**config.mk**
```make
export PLATFORM = sky130hd
export DESIGN_NAME = dot_product_sequencer
export DESIGN_NICKNAME = d
export VERILOG_FILES = /design/src/rtl/dot_product_sequencer.sv
export SDC_FILE = /design/constraint.sdc
export NUM_CORES = 1
export LEC_CHECK = 0
export CORE_AREA = 4 4 101 103
export CTS_BUF_LIST = sky130_fd_sc_hd__clkbuf_8
export CTS_CLUSTER_SIZE = 40
export DETAILED_ROUTE_END_ITERATION = 7
export DIE_AREA = 0 0 105 107
export GPL_TIMING_DRIVEN = 0
export MAX_ROUTING_LAYER = met4
export PLACE_DENSITY = 0.69
export SYNTH_ARGS = -nofsm -noshare
export SYNTH_HDL_FRONTEND = slang
export SYNTH_SLANG_ARGS = --single-unit
```
**constraint.sdc**
```tcl
create_clock -name clk -period 5.55 [get_ports clk]
set_input_delay 1.11 -clock clk [delete_from_list [all_inputs] [get_ports clk]]
set_output_delay 1.11 -clock clk [all_outputs]
set_load 0.03 [all_outputs]
```
**src/rtl/dot_product_sequencer.sv**
```systemverilog
// Sequencer that streams two vector memories through a registered MAC.
// Define DOTP_SIGNED_EN for two's-complement operands (default: unsigned).
module dot_product_sequencer #(
   parameter int DATA_WIDTH = 8,
   parameter int ADDR_WIDTH = 5,
   parameter int DEPTH      = 32,
   parameter int ACC_WIDTH  = 2*DATA_WIDTH+ADDR_WIDTH
) (
   input  logic                  clk,
   input  logic                  rst_n,
   input  logic                  start,
   input  logic [ADDR_WIDTH:0]   len,
   input  logic                  mem_busy,
   output logic                  rd_en_a,
   output logic                  rd_en_b,
   output logic [ADDR_WIDTH-1:0] rd_addr_a,
   output logic [ADDR_WIDTH-1:0] rd_addr_b,
   input  logic [DATA_WIDTH-1:0] dout_a,
   input  logic [DATA_WIDTH-1:0] dout_b,
   output logic                  busy,
   output logic [ACC_WIDTH-1:0]  result,
   output logic                  result_valid,
   input  logic                  result_ready
);

   typedef enum logic [1:0] {IDLE, READ, DRAIN, HOLD} state_e;

   localparam logic [ADDR_WIDTH:0]   DEPTH_L  = (ADDR_WIDTH+1)'(DEPTH);
   localparam logic [ADDR_WIDTH:0]   LEN_ONE  = (ADDR_WIDTH+1)'(1);
   localparam logic [ADDR_WIDTH-1:0] ADDR_ONE = ADDR_WIDTH'(1);
   localparam int                    PW       = 2*DATA_WIDTH;

   state_e                state_q, state_d;
   logic [ADDR_WIDTH-1:0] addr_q, addr_d;
   logic [ADDR_WIDTH:0]   len_q, len_d;
   logic [ACC_WIDTH-1:0]  acc_q, acc_d;
   logic                  mac_en_q, mac_en_d;

   logic [ADDR_WIDTH:0]   len_clamp;
   logic                  last_rd;
   logic [ACC_WIDTH-1:0]  prod;

`ifdef DOTP_SIGNED_EN
   logic signed [PW-1:0]  prod_s;
   assign prod_s = $signed({{DATA_WIDTH{dout_a[DATA_WIDTH-1]}}, dout_a})
                 * $signed({{DATA_WIDTH{dout_b[DATA_WIDTH-1]}}, dout_b});
   assign prod   = {{(ACC_WIDTH-PW){prod_s[PW-1]}}, prod_s};
`else
   logic [PW-1:0]         prod_u;
   assign prod_u = {{DATA_WIDTH{1'b0}}, dout_a}
                 * {{DATA_WIDTH{1'b0}}, dout_b};
   assign prod   = {{(ACC_WIDTH-PW){1'b0}}, prod_u};
`endif

   assign len_clamp = (len > DEPTH_L) ? DEPTH_L : len;
   assign last_rd   = (({1'b0, addr_q} + LEN_ONE) == len_q);

   always_ff @(posedge clk or negedge rst_n) begin
      if (!rst_n) begin
         state_q  <= IDLE;
         addr_q   <= '0;
         len_q    <= '0;
         acc_q    <= '0;
         mac_en_q <= 1'b0;
      end else begin
         state_q  <= state_d;
         addr_q   <= addr_d;
         len_q    <= len_d;
         acc_q    <= acc_d;
         mac_en_q <= mac_en_d;
      end
   end

   always_comb begin
      state_d      = state_q;
      addr_d       = addr_q;
      len_d        = len_q;
      acc_d        = acc_q;
      mac_en_d     = 1'b0;
      rd_en_a      = 1'b0;
      rd_en_b      = 1'b0;
      rd_addr_a    = '0;
      rd_addr_b    = '0;
      busy         = 1'b1;
      result       = '0;
      result_valid = 1'b0;
      // Read data lands one cycle after the strobe, so the MAC trails READ by one.
      if (mac_en_q) acc_d = acc_q + prod;
      unique case (state_q)
         IDLE: begin
            busy = 1'b0;
            if (start && !mem_busy) begin
               acc_d   = '0;
               addr_d  = '0;
               len_d   = len_clamp;
               state_d = (len_clamp == '0) ? HOLD : READ;
            end
         end
         READ: begin
            rd_en_a   = 1'b1;
            rd_en_b   = 1'b1;
            rd_addr_a = addr_q;
            rd_addr_b = addr_q;
            mac_en_d  = 1'b1;
            addr_d    = addr_q + ADDR_ONE;
            if (last_rd) state_d = DRAIN;
         end
         DRAIN: state_d = HOLD;
         HOLD: begin
            result       = acc_q;
            result_valid = 1'b1;
            if (result_ready) state_d = IDLE;
         end
         default: state_d = IDLE;
      endcase
   end

endmodule

```
# == After elaboration in Yosys (flattened, before gate mapping) ==
# Cells that the tools add are included.
# W data, S select, Z words.
# totals
ff_bits,35
latch_bits,0
ramBits,0
romBits,0
input_bits,27
out_inout_bits,35
elab_cells,41
mem_count,0
# op_classes
n_addsub,3
mul,1
div,0
order_cmp,1
n_eq_ne,7
n_shift,0
n_mux,16
bitwise_logic,0
n_reduce_logical,8
# op_table
operator,count
$mux W21,4
$add A21 B16 Y21,1
$mul A8 B8 Y16,1
$mux W5,2
$pmux W5 S2,1
$mux W2,4
$pmux W2 S4,1
$add A5 B1 Y6 const B,1
$eq A6 B6 Y1,1
$gt A6 B6 Y1 const B,1
$logic_not A6 Y1,1
$mux W6,1
$ne A2 B2 Y1 const B,3
$add A5 B1 Y5 const B,1
$eq A2 B2 Y1 const B,2
$reduce_and A2 Y1,2
$mux W1,3
$reduce_and A3 Y1,1
$eq A2 B1 Y1 const B,1
$logic_not A2 Y1,1
$reduce_bool A2 Y1,1
$logic_and A1 B1 Y1,1
$logic_not A1 Y1,1

# == Logic depth before layout (Yosys ltp) ==
# depth
depth_word,6
ltp_mapped,19
mapped_depth_nobuf,17

# == Worst setup path after synthesis ==
# Ideal clock, no wire load.
# synth_path
kind,in2reg
start,input port dout_b[1]
end,register acc_q[17]
setup_time_ns,0.145
t_arrival_ns,4.921
required_time_ns,5.405
path_slack_ns,0.484
cell_stages,17
n_path_buf,1
cell_sequence,clkbuf_1 > nand2_1 > fa_1 > inv_1 > fa_1 > ha_1 > inv_1 > fa_1 > inv_1 > fa_1 > a211oi_1 > o211ai_1 > nand2_1 > o21ai_0 > o31ai_1 > xor2_1 > a21oi_1
# synth_between
elab_chain_cells,5
# synth_rtl
item,line,source
start: declaration,19,"input logic [DATA_WIDTH-1:0] dout_b,"
$mul A8 B8 Y16 *,51,"* {{DATA_WIDTH{1'b0}}, dout_b};"
$add A21 B16 Y21 *,88,if (mac_en_q) acc_d = acc_q + prod;
$mux W21 *,88,
$mux W21,92,if (start && !mem_busy) begin
$mux W21 *,89,unique case (state_q)
named net acc_d[17],36,"logic [ACC_WIDTH-1:0] acc_q, acc_d;"
end signal: assignment,63,acc_q <= '0;
end signal: assignment,69,acc_q <= acc_d;
end: declaration,36,
# The timed path passes the listed nets; every way through them passes the cells marked *.
# A chain may end at the register's enable or synchronous reset.

# == Final worst setup path ==
# layout_path
start,input port dout_a[2]
end,register acc_q[20]
# layout_between
elab_chain_cells,5
# layout_rtl
item,line,source
start: declaration,18,"input logic [DATA_WIDTH-1:0] dout_a,"
$mul A8 B8 Y16 *,51,
$add A21 B16 Y21 *,88,
$mux W21 *,88,
$mux W21,92,
$mux W21 *,89,
named net acc_d[20],36,
# Marks and branches as above.

==> insert_results.sql <==
INSERT INTO impl_metrics (metric_group, metric, value, unit) VALUES
('status', 'result_of_the_run', 'complete, no violations', ''),
('placement', 'place_area', '5320', 'µm²'),
('global_route', 'grt.total_usage', '20.6', '%'),
('timing', 'setup_total_negative_slack', '0', 'ns'),
('timing', 'timing_max_transition_violations_final', '0', ''),
('setup_path', 'crit_type', 'in -> reg', ''),
('routing', 'remaining_drc_errors', '0', ''),
('die', 'placementRows', '35', ''),
('clock_tree', 'clkLatencyLatePin', '0.29', 'ns'),
('timing', 'worst_slack_on_hold_paths', '0.502', 'ns'),
('clock_tree', 'numCtsBuffers', '5', ''),
('die', 'initial_core_util', '49.9', '%'),
('timing', 'maxSlewHeadroom', '46.4', '%'),
('routing', 'postRouteWirelength', '10.5', 'mm'),
('routing', 'antenna_left', '0', ''),
('finish', 'filler_cell_count', '851', ''),
('die', 'io_pins', '62', ''),
('die', 'die-width', '105', 'µm'),
('setup_path', 'end_kind', 'flip-flop', ''),
('finish', 'layout.core_utilization', '59.0', '%'),
('logic_synthesis', 'postSynthRegisterBits', '35', ''),
('logic_synthesis', 'synth_flop_cell', 'sky130_fd_sc_hd__dfrtp_1', ''),
('setup_path', 'timing.critical_path.fanout_max', '8', ''),
('timing', 'max_clock_freq', '0.188', 'GHz'),
('timing', 'setup_viol_count_final', '0', ''),
('clock_tree', 'cts_hold_repair.buffers', '0', ''),
('logic_synthesis', 'ys_async_sr_fraction', '100', '%'),
('die', 'floorplan.die_area', '11200', 'µm²'),
('die', 'design.core.area', '9200', 'µm²'),
('logic_synthesis', 'mapped_nets', '662', ''),
('finish', 'areaGrowthSynthToFinish', '18.3', '%'),
('worst_hold_path', 'hold_path_class', 'reg -> reg', ''),
('logic_synthesis', 'post_synth_main_area_contributors', 'sky130_fd_sc_hd__fa_1 (22%), sky130_fd_sc_hd__dfrtp_1 (19%), sky130_fd_sc_hd__ha_1 (13%)', ''),
('global_route', 'grt_remaining_overflow', '0', ''),
('finish', 'nets', '727', ''),
('routing', 'drtIter0Drc', '107', ''),
('clock_tree', 'tritoncts', 'yes', ''),
('timing', 'grt_setup_unrepaired', 'no', ''),
('logic_synthesis', 'synth_sequential_area_ratio', '19.1', '%'),
('setup_path', 'worstPathRequired', '5.73', 'ns'),
('pwr', 'p_leak', '2.76', 'nW'),
('global_route', 'via_count_of_the_first_global_routing_pass', '4067', ''),
('finish', 'seq_area', '876', 'µm²'),
('global_route', 'grt_first_pass_wirelength', '18.7', 'mm'),
('timing', 'fin_crit_sh', '96.1', '%'),
('logic_synthesis', 'synth_cell_type_count', '53', ''),
('setup_path', 'timing.critical_path.arrival', '5.51', 'ns'),
('clock_tree', 'clock_net_sink_count', '35', ''),
('die', 'die_height', '107', 'µm'),
('logic_synthesis', 'post_synth.cell_area_avg', '8.52', 'µm²'),
('logic_synthesis', 'synth_enable_flop_cells', '0', ''),
('routing', 'via_per_inst', '5.24', ''),
('logic_synthesis', 'syn_inst', '539', ''),
('timing', 'fin_clk_skew', '0.00938', 'ns'),
('clock_tree', 'clock_tree.htree_level_count', '2', ''),
('routing', 'first_pass_drt_iterations', '4', ''),
('clock_tree', 'clock_path_buffers', '2', ''),
('timing', 'final_hold_viol_count', '0', ''),
('logic_synthesis', 'synth_top_cell_by_area', 'sky130_fd_sc_hd__fa_1', ''),
('finish', 'antennaDiodeCount', '0', ''),
('flow_run', 'timing.max_cap.violations', '0', ''),
('placement', 'gpl.final_weighted_congestion', '0.904', ''),
('pwr', 'vdd_ir_drop_max', '0.301', 'mV'),
('logic_synthesis', 'yosys.cell_count.top_type', 'sky130_fd_sc_hd__inv_1', ''),
('clock_tree', 'clk_pin_slew', '0.07', 'ns'),
('clock_tree', 'clock_root_buffer', 'sky130_fd_sc_hd__clkbuf_8', ''),
('routing', 'vias', '3751', ''),
('logic_synthesis', 'yosys.area.top_type_share', '21.8', '%'),
('global_route', 'grt_start_max_net_pins', '36', ''),
('finish', 'multi_input_gate_area_in_the_final_layout', '3240', 'µm²'),
('setup_path', 'worstSetupStartpointType', 'input pin', '');
through the flow:
stage	instances	total power [mW]	worst slack, ns
floorplan	539	2.45	0.484
global placement	709	3.01	-0.378
detailed placement	709	3.07	-0.404
CTS	717	3.33	0.00985
global route	716	3.75	0.00354
finish	716	3.34	0.218
cell families (layout without fill, tap and decap cells):
| kind of cell | count (synthesis) | in the layout | share of synthesized area, % |
|---|---|---|---|
| AO/OA/AOI/OAI | 75 | 75 | 10.7 |
| XOR/XNOR | 15 | 15 | 2.86 |
| adder cells (fa/ha/maj) | 96 | 96 | 34.3 |
| buffers and inverters | 126 | 192 | 11.0 |
| flip-flops | 35 | 35 | 19.1 |
| multiplexers | 11 | 11 | 2.43 |
| AND/OR/NAND/NOR | 181 | 181 | 19.6 |
worst max-delay path, stage by stage:
cell and delay, ns:
sky130_fd_sc_hd__dlygate4sd2_1 0.34, sky130_fd_sc_hd__and2_1 0.23, sky130_fd_sc_hd__fa_1 0.50, sky130_fd_sc_hd__fa_1 0.52
sky130_fd_sc_hd__fa_1 0.55, sky130_fd_sc_hd__inv_1 0.06, sky130_fd_sc_hd__fa_1 0.53, sky130_fd_sc_hd__inv_1 0.04
sky130_fd_sc_hd__ha_1 0.33, sky130_fd_sc_hd__a21oi_1 0.13, sky130_fd_sc_hd__o21ai_0 0.13, sky130_fd_sc_hd__a31oi_1 0.30
sky130_fd_sc_hd__o31ai_4 0.15, sky130_fd_sc_hd__a211o_1 0.34, sky130_fd_sc_hd__mux2i_1 0.16, sky130_fd_sc_hd__nand2_1 0.07
report_power, final:
part           switching [mW]  internal [mW]
combinational            1.58           1.10
clock                  0.0929          0.112
sequential             0.0877          0.372
registers in the layout, summed over array words and instances, names as in the netlist:
signal,count
mac_en_q,1
acc_q,21
len_q,6
addr_q,5
state_q,2
path summary, 6_finish.rpt:
check	endpoint	slack (ns)	depth (start not counted)	start
max	acc_q[20]	0.22	16	dout_a[2]
max reg2reg	acc_q[20]	1.22	16	acc_q[6]
max in group asynchronous	acc_q[2]	4.13	1	rst_n
min	len_q[1]	0.50	2	len_q[1]
min in group asynchronous	state_q[1]	0.91	1	rst_n
min reg2reg	len_q[1]	0.50	2	len_q[1]
placed cells by master (no fill, tap or decap), types with 8 or more instances in the layout:
cell type and count:
sky130_fd_sc_hd__fa_1 50, sky130_fd_sc_hd__mux2i_1 10, sky130_fd_sc_hd__nor2_1 37, sky130_fd_sc_hd__clkbuf_1 11, sky130_fd_sc_hd__inv_1 106, sky130_fd_sc_hd__dfrtp_1 35
sky130_fd_sc_hd__o21ai_0 16, sky130_fd_sc_hd__nand2_1 61, sky130_fd_sc_hd__ha_1 46, sky130_fd_sc_hd__a21oi_1 15, sky130_fd_sc_hd__xnor2_1 8, sky130_fd_sc_hd__clkdlybuf4s50_1 44
sky130_fd_sc_hd__and2_1 51
cell type report:
cell class / count / area share, %
multi-input cells: 378 / 59.6
flip-flops and latches: 35 / 16.1
repair buffers: 59 / 10.6
inverters: 105 / 7.26
well taps: 111 / 2.56
plain buffers: 20 / 1.96
clock buffers: 7 / 1.77
clock inverters: 1 / 0.0691
layer usage:
layer / wire, µm / up-vias / share of wire (%) / track usage, %
li1: - / 1834 / - / -
met1: 4740 / 1838 / 45 / 26.5
met2: 5280 / 65 / 50 / 35.3
met3: 326 / 14 / 3.1 / 2.35
met4: 134 / 0 / 1.3 / 4.69
met5: 0 / - / 0 / -
repair_timing:
action	in CTS	in global routing
pin swaps	1	2
gates cloned	0	0
setup buffers	0	0
endpoints found under the setup margin	5	6
gates resized for setup	12	13
Note: power is estimated with default switching activity, not from simulation.
